<file path="src/rtl/ps2_pkg.sv">
// Shared PS/2 byte constants, parser state encoding, event layout and the
// default arrow-key table used by the key event queue.
package ps2_pkg;

  localparam logic [7:0] BYTE_E0  = 8'hE0;
  localparam logic [7:0] BYTE_F0  = 8'hF0;
  localparam logic [7:0] BYTE_BAT = 8'hAA;
  localparam logic [7:0] BYTE_ACK = 8'hFA;

  typedef enum logic [1:0] {
    ST_IDLE     = 2'd0,
    ST_GOT_E0   = 2'd1,
    ST_GOT_F0   = 2'd2,
    ST_GOT_E0F0 = 2'd3
  } ps2_state_e;

  typedef struct packed {
    logic       ext;
    logic       make;
    logic [7:0] code;
  } ps2_event_t;

  // Entry 0 in the low bits: up, down, left, right (all E0-extended).
  localparam logic [35:0] DEFAULT_KEY_CODES = {9'h174, 9'h16B, 9'h172, 9'h175};

endpackage

</file>
<file path="src/rtl/event_fifo.sv">
// Synchronous show-ahead FIFO; head is visible on rd_data (zero while empty).
module event_fifo #(
  parameter int WIDTH = 10,
  parameter int DEPTH = 4
) (
  input  logic                         clk,
  input  logic                         resetn,
  input  logic                         wr_en,
  input  logic [WIDTH-1:0]             wr_data,
  input  logic                         rd_en,
  output logic [WIDTH-1:0]             rd_data,
  output logic                         full,
  output logic                         empty,
  output logic [$clog2(DEPTH+1)-1:0]   count
);
  localparam int AW = $clog2(DEPTH);
  localparam int CW = $clog2(DEPTH+1);
  localparam logic [CW-1:0] FULL_COUNT = CW'(DEPTH);

  logic [WIDTH-1:0] mem_q [DEPTH];
  logic [AW-1:0]    wr_ptr_q, rd_ptr_q;
  logic [CW-1:0]    count_q;
  logic             do_push, do_pop;

  assign empty   = (count_q == '0);
  assign full    = (count_q == FULL_COUNT);
  assign count   = count_q;
  assign do_pop  = rd_en && !empty;
  // A pop frees the slot the push lands in, so push-while-full is fine then.
  assign do_push = wr_en && (!full || do_pop);
  assign rd_data = empty ? '0 : mem_q[rd_ptr_q];

  always_ff @(posedge clk) begin
    if (do_push) mem_q[wr_ptr_q] <= wr_data;
  end

  always_ff @(posedge clk) begin
    if (!resetn) begin
      wr_ptr_q <= '0;
      rd_ptr_q <= '0;
      count_q  <= '0;
    end else begin
      if (do_push) wr_ptr_q <= wr_ptr_q + AW'(1);
      if (do_pop)  rd_ptr_q <= rd_ptr_q + AW'(1);
      case ({do_push, do_pop})
        2'b10:   count_q <= count_q + CW'(1);
        2'b01:   count_q <= count_q - CW'(1);
        default: count_q <= count_q;
      endcase
    end
  end

endmodule

</file>
<file path="src/rtl/ps2_key_event_queue.sv">
// PS/2 scan-code parser: completed make/break codes are queued as events and
// a small table of tracked keys reports which are currently held down.
module ps2_key_event_queue
  import ps2_pkg::*;
#(
  parameter int                    DEPTH         = 4,
  parameter int                    NUM_KEYS      = 4,
  parameter logic [NUM_KEYS*9-1:0] KEY_CODES     = DEFAULT_KEY_CODES,
  parameter bit                    IGNORE_REPEAT = 1'b1
) (
  input  logic                        clk,
  input  logic                        resetn,
  input  logic                        key_en,
  input  logic [7:0]                  key_data,
  input  logic                        ev_ready,
  output logic                        ev_valid,
  output logic [7:0]                  ev_keycode,
  output logic                        ev_make,
  output logic                        ev_ext,
  output logic [7:0]                  keycode,
  output logic                        key_make,
  output logic                        key_ext,
  output logic [NUM_KEYS-1:0]         held,
  output logic                        overflow,
  output logic [$clog2(DEPTH+1)-1:0]  ev_count
);
  ps2_state_e         state_q, state_d;
  logic               done, done_make, done_ext;
  logic [7:0]         keycode_q;
  logic               key_make_q, key_ext_q, overflow_q;
  logic [NUM_KEYS-1:0] held_q, held_d, key_match;
  logic               repeat_hit, push;
  logic               fifo_full, fifo_empty;
  ps2_event_t         push_ev, head_ev;

  always_comb begin
    state_d   = state_q;
    done      = 1'b0;
    done_make = 1'b0;
    done_ext  = 1'b0;
    if (key_en) begin
      // E0 always (re)starts an extended sequence, including a repeated E0.
      if (key_data == BYTE_E0) begin
        state_d = ST_GOT_E0;
      end else if (key_data == BYTE_F0) begin
        if (state_q == ST_IDLE)        state_d = ST_GOT_F0;
        else if (state_q == ST_GOT_E0) state_d = ST_GOT_E0F0;
      end else if (state_q == ST_IDLE &&
                   (key_data == BYTE_BAT || key_data == BYTE_ACK)) begin
        state_d = ST_IDLE;
      end else begin
        done      = 1'b1;
        done_make = (state_q == ST_IDLE) || (state_q == ST_GOT_E0);
        done_ext  = (state_q == ST_GOT_E0) || (state_q == ST_GOT_E0F0);
        state_d   = ST_IDLE;
      end
    end
  end

  for (genvar gi = 0; gi < NUM_KEYS; gi++) begin : g_key
    assign key_match[gi] = done && ({done_ext, key_data} == KEY_CODES[gi*9 +: 9]);
    assign held_d[gi]    = key_match[gi] ? done_make : held_q[gi];
  end

  assign repeat_hit = IGNORE_REPEAT && done_make && |(key_match & held_q);
  assign push       = done && !repeat_hit;
  assign push_ev    = '{ext: done_ext, make: done_make, code: key_data};

  always_ff @(posedge clk) begin
    if (!resetn) begin
      state_q    <= ST_IDLE;
      keycode_q  <= '0;
      key_make_q <= 1'b0;
      key_ext_q  <= 1'b0;
      held_q     <= '0;
      overflow_q <= 1'b0;
    end else begin
      state_q <= state_d;
      held_q  <= held_d;
      if (done) begin
        keycode_q  <= key_data;
        key_make_q <= done_make;
        key_ext_q  <= done_ext;
      end
      // When full the FIFO is non-empty, so ev_ready alone means a pop.
      if (push && fifo_full && !ev_ready) overflow_q <= 1'b1;
    end
  end

  event_fifo #(
    .WIDTH(10),
    .DEPTH(DEPTH)
  ) u_fifo (
    .clk     (clk),
    .resetn  (resetn),
    .wr_en   (push),
    .wr_data (push_ev),
    .rd_en   (ev_ready),
    .rd_data (head_ev),
    .full    (fifo_full),
    .empty   (fifo_empty),
    .count   (ev_count)
  );

  assign ev_valid   = !fifo_empty;
  assign ev_keycode = head_ev.code;
  assign ev_make    = head_ev.make;
  assign ev_ext     = head_ev.ext;
  assign keycode    = keycode_q;
  assign key_make   = key_make_q;
  assign key_ext    = key_ext_q;
  assign held       = held_q;
  assign overflow   = overflow_q;

endmodule

</file>
<file path="config.mk">
export PLATFORM = sky130hd
export DESIGN_NAME = ps2_key_event_queue
export DESIGN_NICKNAME = d
export VERILOG_FILES = /design/src/rtl/ps2_pkg.sv /design/src/rtl/event_fifo.sv /design/src/rtl/ps2_key_event_queue.sv
export SDC_FILE = /design/constraint.sdc
export NUM_CORES = 1
export LEC_CHECK = 0
export ABC_AREA = 0
export CORE_MARGIN = 8
export CORE_UTILIZATION = 48
export CTS_CLUSTER_DIAMETER = 200
export DETAILED_ROUTE_END_ITERATION = 16
export PLACE_DENSITY_LB_ADDON = 0.08
export RECOVER_POWER = 25
export SLEW_MARGIN = 15
export SYNTH_ARGS = -nofsm -noshare
export SYNTH_HDL_FRONTEND = slang
export SYNTH_SLANG_ARGS = --single-unit
</file>
<file path="constraint.sdc">
create_clock -name clk -period 2.9 [get_ports clk]
set_clock_uncertainty 0.05 [all_clocks]
set_input_delay 0.58 -clock clk [delete_from_list [all_inputs] [get_ports clk]]
set_output_delay 0.58 -clock clk [all_outputs]
set_load 0.01 [all_outputs]
</file>
After elaboration in Yosys (flattened, before gate mapping) --
Memories as Yosys holds them, arrays and structs flattened. A register that Yosys moved wholly into a read port is not among the register bits. Index checks and enable logic that the tools add are counted.
Word-level totals: bits in registers 24, bits in latches 0, bits in writable memories 40, bits in read-only memories 0, input port bits 12, output and inout port bits 29, word-level logic and storage cells 78, memories kept 1
Operators by class: $add $sub $neg 4, multipliers 0, div/mod/pow operators 0, magnitude comparators 0, eq/ne operators 14, shift-type cells 0, mux-type cells 22, bitwise operators 1, reductions and logical operators 24
Memories:
- u_fifo.mem_q | depth 4, width 10, rd ports 1, clocked after memory_dff 1, wr ports 1, RTL line event_fifo.sv:20 | logic [WIDTH-1:0] mem_q [DEPTH];
Operators by type and width (count):
- 9-bit == test, second input constant | 4
- 8-bit == test, second input constant | 4
- 1-bit 2-to-1 mux | 14
- 2-bit 2-to-1 mux | 6
- 1-bit logical AND | 11
- 10-bit 2-to-1 mux | 1
- 3-bit case mux with 2 select lines | 1
- 2-bit by 1-bit adder with 2-bit output, second input constant | 2
- 4-bit AND | 1
- 2-bit by 1-bit == test with 1-bit output, second input constant | 2
- 2-bit == test, second input constant | 2
- 1-bit zero test | 4
- 1-bit logical OR | 4
- 4-bit by 2-bit != test with 1-bit output, second input constant | 1
- 4-bit OR reduction | 1
- 3-bit by 1-bit adder with 3-bit output, second input constant | 1
- 3-bit == test, second input constant | 1
- 3-bit zero test | 1
- 3-bit by 1-bit subtractor with 3-bit output, second input constant | 1
- 2-bit zero test | 1
- 2-bit AND reduction | 1
- 2-bit nonzero test | 1

Longest topological paths before layout --
depth after elaboration 17, gate-level depth with buffers 11, gate-level depth less buffers 10

Modules after synthesis --
A second synthesis with hierarchy kept.
Second synthesis, totals: cells, all modules 224, area total of the unflattened synthesis 2877.8 µm²
Modules (own cells, without submodules):
- event_fifo | times used 1, cells each 117, area each 1999.4 µm²
- ps2_key_event_queue | times used 1, cells each 107, area each 878.3 µm²

Worst setup path before layout --
No wires, ideal clock.
kind input-to-reg, start in key_data[7], end reg u_fifo.count_q[2] (netlist: u_fifo.count[2]), arrival time 2.810 ns, required time 2.774 ns, setup slack -0.036 ns, stages on the path 10, path through nand4b_1 -> or3_4 -> or3_4 -> nand3b_2 -> ha_1 -> inv_1 -> fa_1 -> xor2_1 -> or3_1 -> a21boi_0
Between the ends: cells in the longest elaborated chain, start to end 17
RTL lines:
- start: declaration | RTL line ps2_key_event_queue.sv:14 | input logic [7:0] key_data,
- 8-bit == test | RTL line ps2_key_event_queue.sv:49 | (key_data == BYTE_BAT || key_data == BYTE_ACK)) begin
- 1-bit logical OR | RTL line ps2_key_event_queue.sv:49
- 1-bit logical AND | RTL line ps2_key_event_queue.sv:48 | end else if (state_q == ST_IDLE &&
- 1-bit 2-to-1 mux | RTL line ps2_key_event_queue.sv:48
- 1-bit 2-to-1 mux | RTL line ps2_key_event_queue.sv:45 | end else if (key_data == BYTE_F0) begin
- 1-bit 2-to-1 mux | RTL line ps2_key_event_queue.sv:43 | if (key_data == BYTE_E0) begin
- 1-bit 2-to-1 mux | RTL line ps2_key_event_queue.sv:41 | if (key_en) begin
- 9-bit == test | RTL line ps2_key_event_queue.sv:61 | assign key_match[gi] = done && ({done_ext, key_data} == KEY_CODES[gi*9 +: 9]);
- 1-bit logical AND | RTL line ps2_key_event_queue.sv:61
- 4-bit AND | RTL line ps2_key_event_queue.sv:65 | assign repeat_hit = IGNORE_REPEAT && done_make && |(key_match & held_q);
- 4-bit OR reduction | RTL line ps2_key_event_queue.sv:65
- 1-bit logical AND | RTL line ps2_key_event_queue.sv:65
- 1-bit zero test | RTL line ps2_key_event_queue.sv:66 | assign push = done && !repeat_hit;
- 1-bit logical AND * | RTL line ps2_key_event_queue.sv:66
- 1-bit logical AND * | RTL line event_fifo.sv:30 | assign do_push = wr_en && (!full || do_pop);
- 2-bit by 1-bit == test with 1-bit output or 2-bit == test (tied branches) | RTL line event_fifo.sv:45 | case ({do_push, do_pop})
- 3-bit case mux with 2 select lines or 2-bit nonzero test (tied branches)
- end signal: assignment | RTL line event_fifo.sv:46 | 2'b10: count_q <= count_q + CW'(1);
- end signal: assignment | RTL line event_fifo.sv:47 | 2'b01: count_q <= count_q - CW'(1);
- end signal: assignment | RTL line event_fifo.sv:48 | default: count_q <= count_q;
- end: declaration | RTL line event_fifo.sv:22 | logic [CW-1:0] count_q;
Mark *: on every way between the ends. The rest lies on a longest branch, timed or not. A chain may end at the register's enable or synchronous reset.

Worst setup path after layout --
Same ends and word-level chain as after synthesis.

==> metrics.md <==
| Metric | Value |
|---|---|
| Outcome | complete, no violations |
| GPL Wtd Cong | 0.7965 |
| Asr flop ratio synth | 0% |
| Syn Nets | 228 |
| Post-Syn Area | 2823 sq um |
| CTS tree | yes |
| CTS hold repair buffers | 0 |
| Later-pin clock latency in the skew report | 0.34 ns |
| CP Launch Type | input port |
| Starting Density | 48.54% |
| Commonest non-fill, non-tap cell in the layout | edfxtp_1 |
| Port buffer count | 40 |
| Die area | 8591 sq um |
| Logic pwr share | 29.4% |
| Vias post-DR | 1854 |
| Worst hold path type | flop to flop |
| Placed wire-length estimate | 4034 um |
| Register area share after synthesis | 60.99% |
| TritonCTS Buffers | 9 |
| Vias per inst | 5.038 |
| Critical path capture point type | flop |
| Max-cap violations | 0 |
| Hold Path Stages | 2 |
| TNS Setup | 0 ns |
| Post-route worst setup slack | 0.04983 ns |
| Root Buffer | clkbuf_8 |
| Nets@finish | 306 |
| Pre-CTS setup slack | -0.5607 ns |
| Cells after Synth | 210 |
| Slowest stage delay, CP | 0.39 ns |
| Ranking of synthesized cells by area | edfxtp_1, dfxtp_1, mux4_2 |
| Critical path depth | 11 |
| Total grt overflow | 0 |
| Fillers | 459 |
| Average routed wire per standard cell | 15.90 um |
| Worst Tran Pin Value | 0.7719 ns |
| Crit path max fanout | 3 |
| Final core utilization | 65.28% |
| Clock Power Share | 31.8% |
| Req. time, crit path | 3.12 ns |
| Total GRT Usage | 14.92% |
| Clk buf depth | 2 |
| Hold_ws | 0.4288 ns |
| Slew Limit Fails | 0 |
| Critical Setup Path Class | input port to flop |
| Most frequent cells in the layout | edfxtp_1, buf_4, clkdlybuf4s50_1 |
| Clk pin slew, worst setup/hold paths | 0.07 ns |
| Switching portion of total power | 26.52% |
| Mean Syn Cell Area | 13.44 sq um |
| Worst r2r path cells | 10 |
| Static leakage | 1.379 nW |
| Number of placed I/O pins | 41 |
| Layout cell share with drive strength beyond 1 | 24.91% |
| First-pass DRT Iterations | 4 |
| Core Area | 5816 sq um |
| Post-route ant nets | 0 |
| Htree depth | 3 |
| Final-report hold violation count | 0 |
| # rows | 28 |
| EDFF count, synth | 40 |
| Rel. slew slack | 48.37% |
| Worst EP arrival | 3.07 ns |
| Largest area contributor in the netlist | edfxtp_1 |
| CTS sink cnt | 66 |
| Internal power | 2.145 mW |
| Peak supply drop | 0.4053 mV |
| Antenna Diode Count | 0 |
| Synthesized flop and latch total | 66 |
| Initial antenna violation count | 0 |
| DRC viols | 0 |
| First DRT Iteration DRCs | 77 |
| First-pass GRT wire length | 9825 um |
| DRT Wirelength | 5850 um |
| PwrDens | 769.2 nW/um^2 |
| Worst-path cell chain | buf_2, nand4b_1, or3_4, or3_4, nand3b_4, ha_4, inv_2, fa_2, xor2_1, or3_1, a21boi_1 |
| Die W | 92.69 um |
| FMAX | 350.9 MHz |
| Die Span Y | 92.69 um |
| Worst path most repeated cell | or3_4 |
| Largest net degree at the start of global routing | 28 |
| Top_reg_cell synth | edfxtp_1 |
| Top delay family on crit path | simple AND/OR/NAND/NOR gates |
| Synth top area share | 42.55% |
| Ys Warns | 0 |
| Area Growth Syn to Fin | 34.49% |
| Vias in the first global route | 2016 |
| Design Power | 2.920 mW |
| Yosys cell types | 41 |
| Reg power frac | 38.8% |
| RSZ-0062 raised after global routing | no |
| Minimum clock period | 2.850 ns |
| Critical path buffers and inverters | 2 |
| Slowest stage cell, crit path | or3_4 |
| Net Switching | 0.7745 mW |
| Fin crit share | 98.28% |
| Final setup vio count | 0 |
-- kinds of logic after synthesis --
family,count (synthesis),synth area share [%]
flops,66,60.99
buf+inv,23,3.678
simple gates,66,13.74
mux,16,10.11
xor+xnor,5,1.552
compound gates,28,7.004
fa+ha+maj,6,2.926
-- stage by stage --
step                      area [sq um]  cells
after floorplan                   2831    210
after global placement            3500    346
after detailed placement          3500    346
after CTS                         3796    366
after global routing              3796    368
final                             3796    368
-- flip-flops by register name (all words and copies together) (netlist names), named ones only --
signal	flops
held	4
key_ext	1
key_make	1
keycode	8
overflow	1
state_q	2
u_fifo.count	3
u_fifo.mem_q	40
u_fifo.rd_ptr_q	2
u_fifo.wr_ptr_q	2
-- synthesized netlist by cell type (2+ instances only) --
master and number:
edfxtp_1 40, dfxtp_1 26, nand2_1 17, and2_1 14
inv_1 14, o21ai_0 11, mux4_2 10, a21boi_0 8
nor2b_1 8, mux2i_1 6, nor2_1 6, ha_1 5
nor3_1 4, clkbuf_1 3, nand4b_1 3, xnor2_1 3
a31oi_1 2, buf_4 2, nor4_1 2, o211a_1 2
or3_1 2, or3_4 2, xor2_1 2
-- worst paths after layout --
path         slack (ns)         endpoint   startpoint
max                0.05  u_fifo.count[2]  key_data[7]
min reg2reg        0.43       keycode[4]   keycode[4]
min                0.43       keycode[4]   keycode[4]
max reg2reg        0.10  u_fifo.count[2]   state_q[0]
-- area by class of cell --
class                           instances  area, sq um  share of cell area [%]
Multi-Input combinational cell        121         1054                   27.75
Inverter                               14        52.55                   1.384
Clock buffer                           10        127.6                   3.362
Tap cell                               75        93.84                   2.472
Clock inverter                          6        115.1                   3.032
Timing Repair Buffer                   76        631.9                   16.64
Sequential cell                        66         1722                   45.35
-- timing repair --
| action | 4_1_cts | 5_1_grt |
|---|---|---|
| pin swaps | 6 | 13 |
| setup endpoints to repair | 2 | 1 |
| setup buffers | 4 | 2 |
| gates resized for setup | 15 | 19 |
-- routing by layer --
metal	global-route usage (%)	up-vias	wire, um
li1	-	912	-
met4	8.188	0	77
met3	6.149	7	396
met5	0	-	0
met2	22.11	55	2600
met1	18.10	880	2775
-- power by group through the flow --
stage / sequential (mW) / clock [mW] / combinational [mW]
6_report: 1.13 / 0.927 / 0.858
3_5_place_dp: 1.16 / 0 / 0.855
5_1_grt: 1.15 / 0.985 / 0.940
3_3_place_gp: 1.15 / 0 / 0.853
2_1_floorplan: 1.15 / 0 / 0.448
4_1_cts: 1.13 / 0.949 / 0.868
-- worst register-to-register path, stage by stage, from the launching register on --
cell,delay [ns]
dfxtp_1,0.37
nand4b_1,0.21
or3_4,0.38
or3_4,0.39
nand3b_4,0.10
ha_4,0.14
inv_2,0.04
fa_2,0.37
xor2_1,0.17
or3_1,0.36
a21boi_1,0.14
Note: power is estimated with default switching activity, not from simulation.
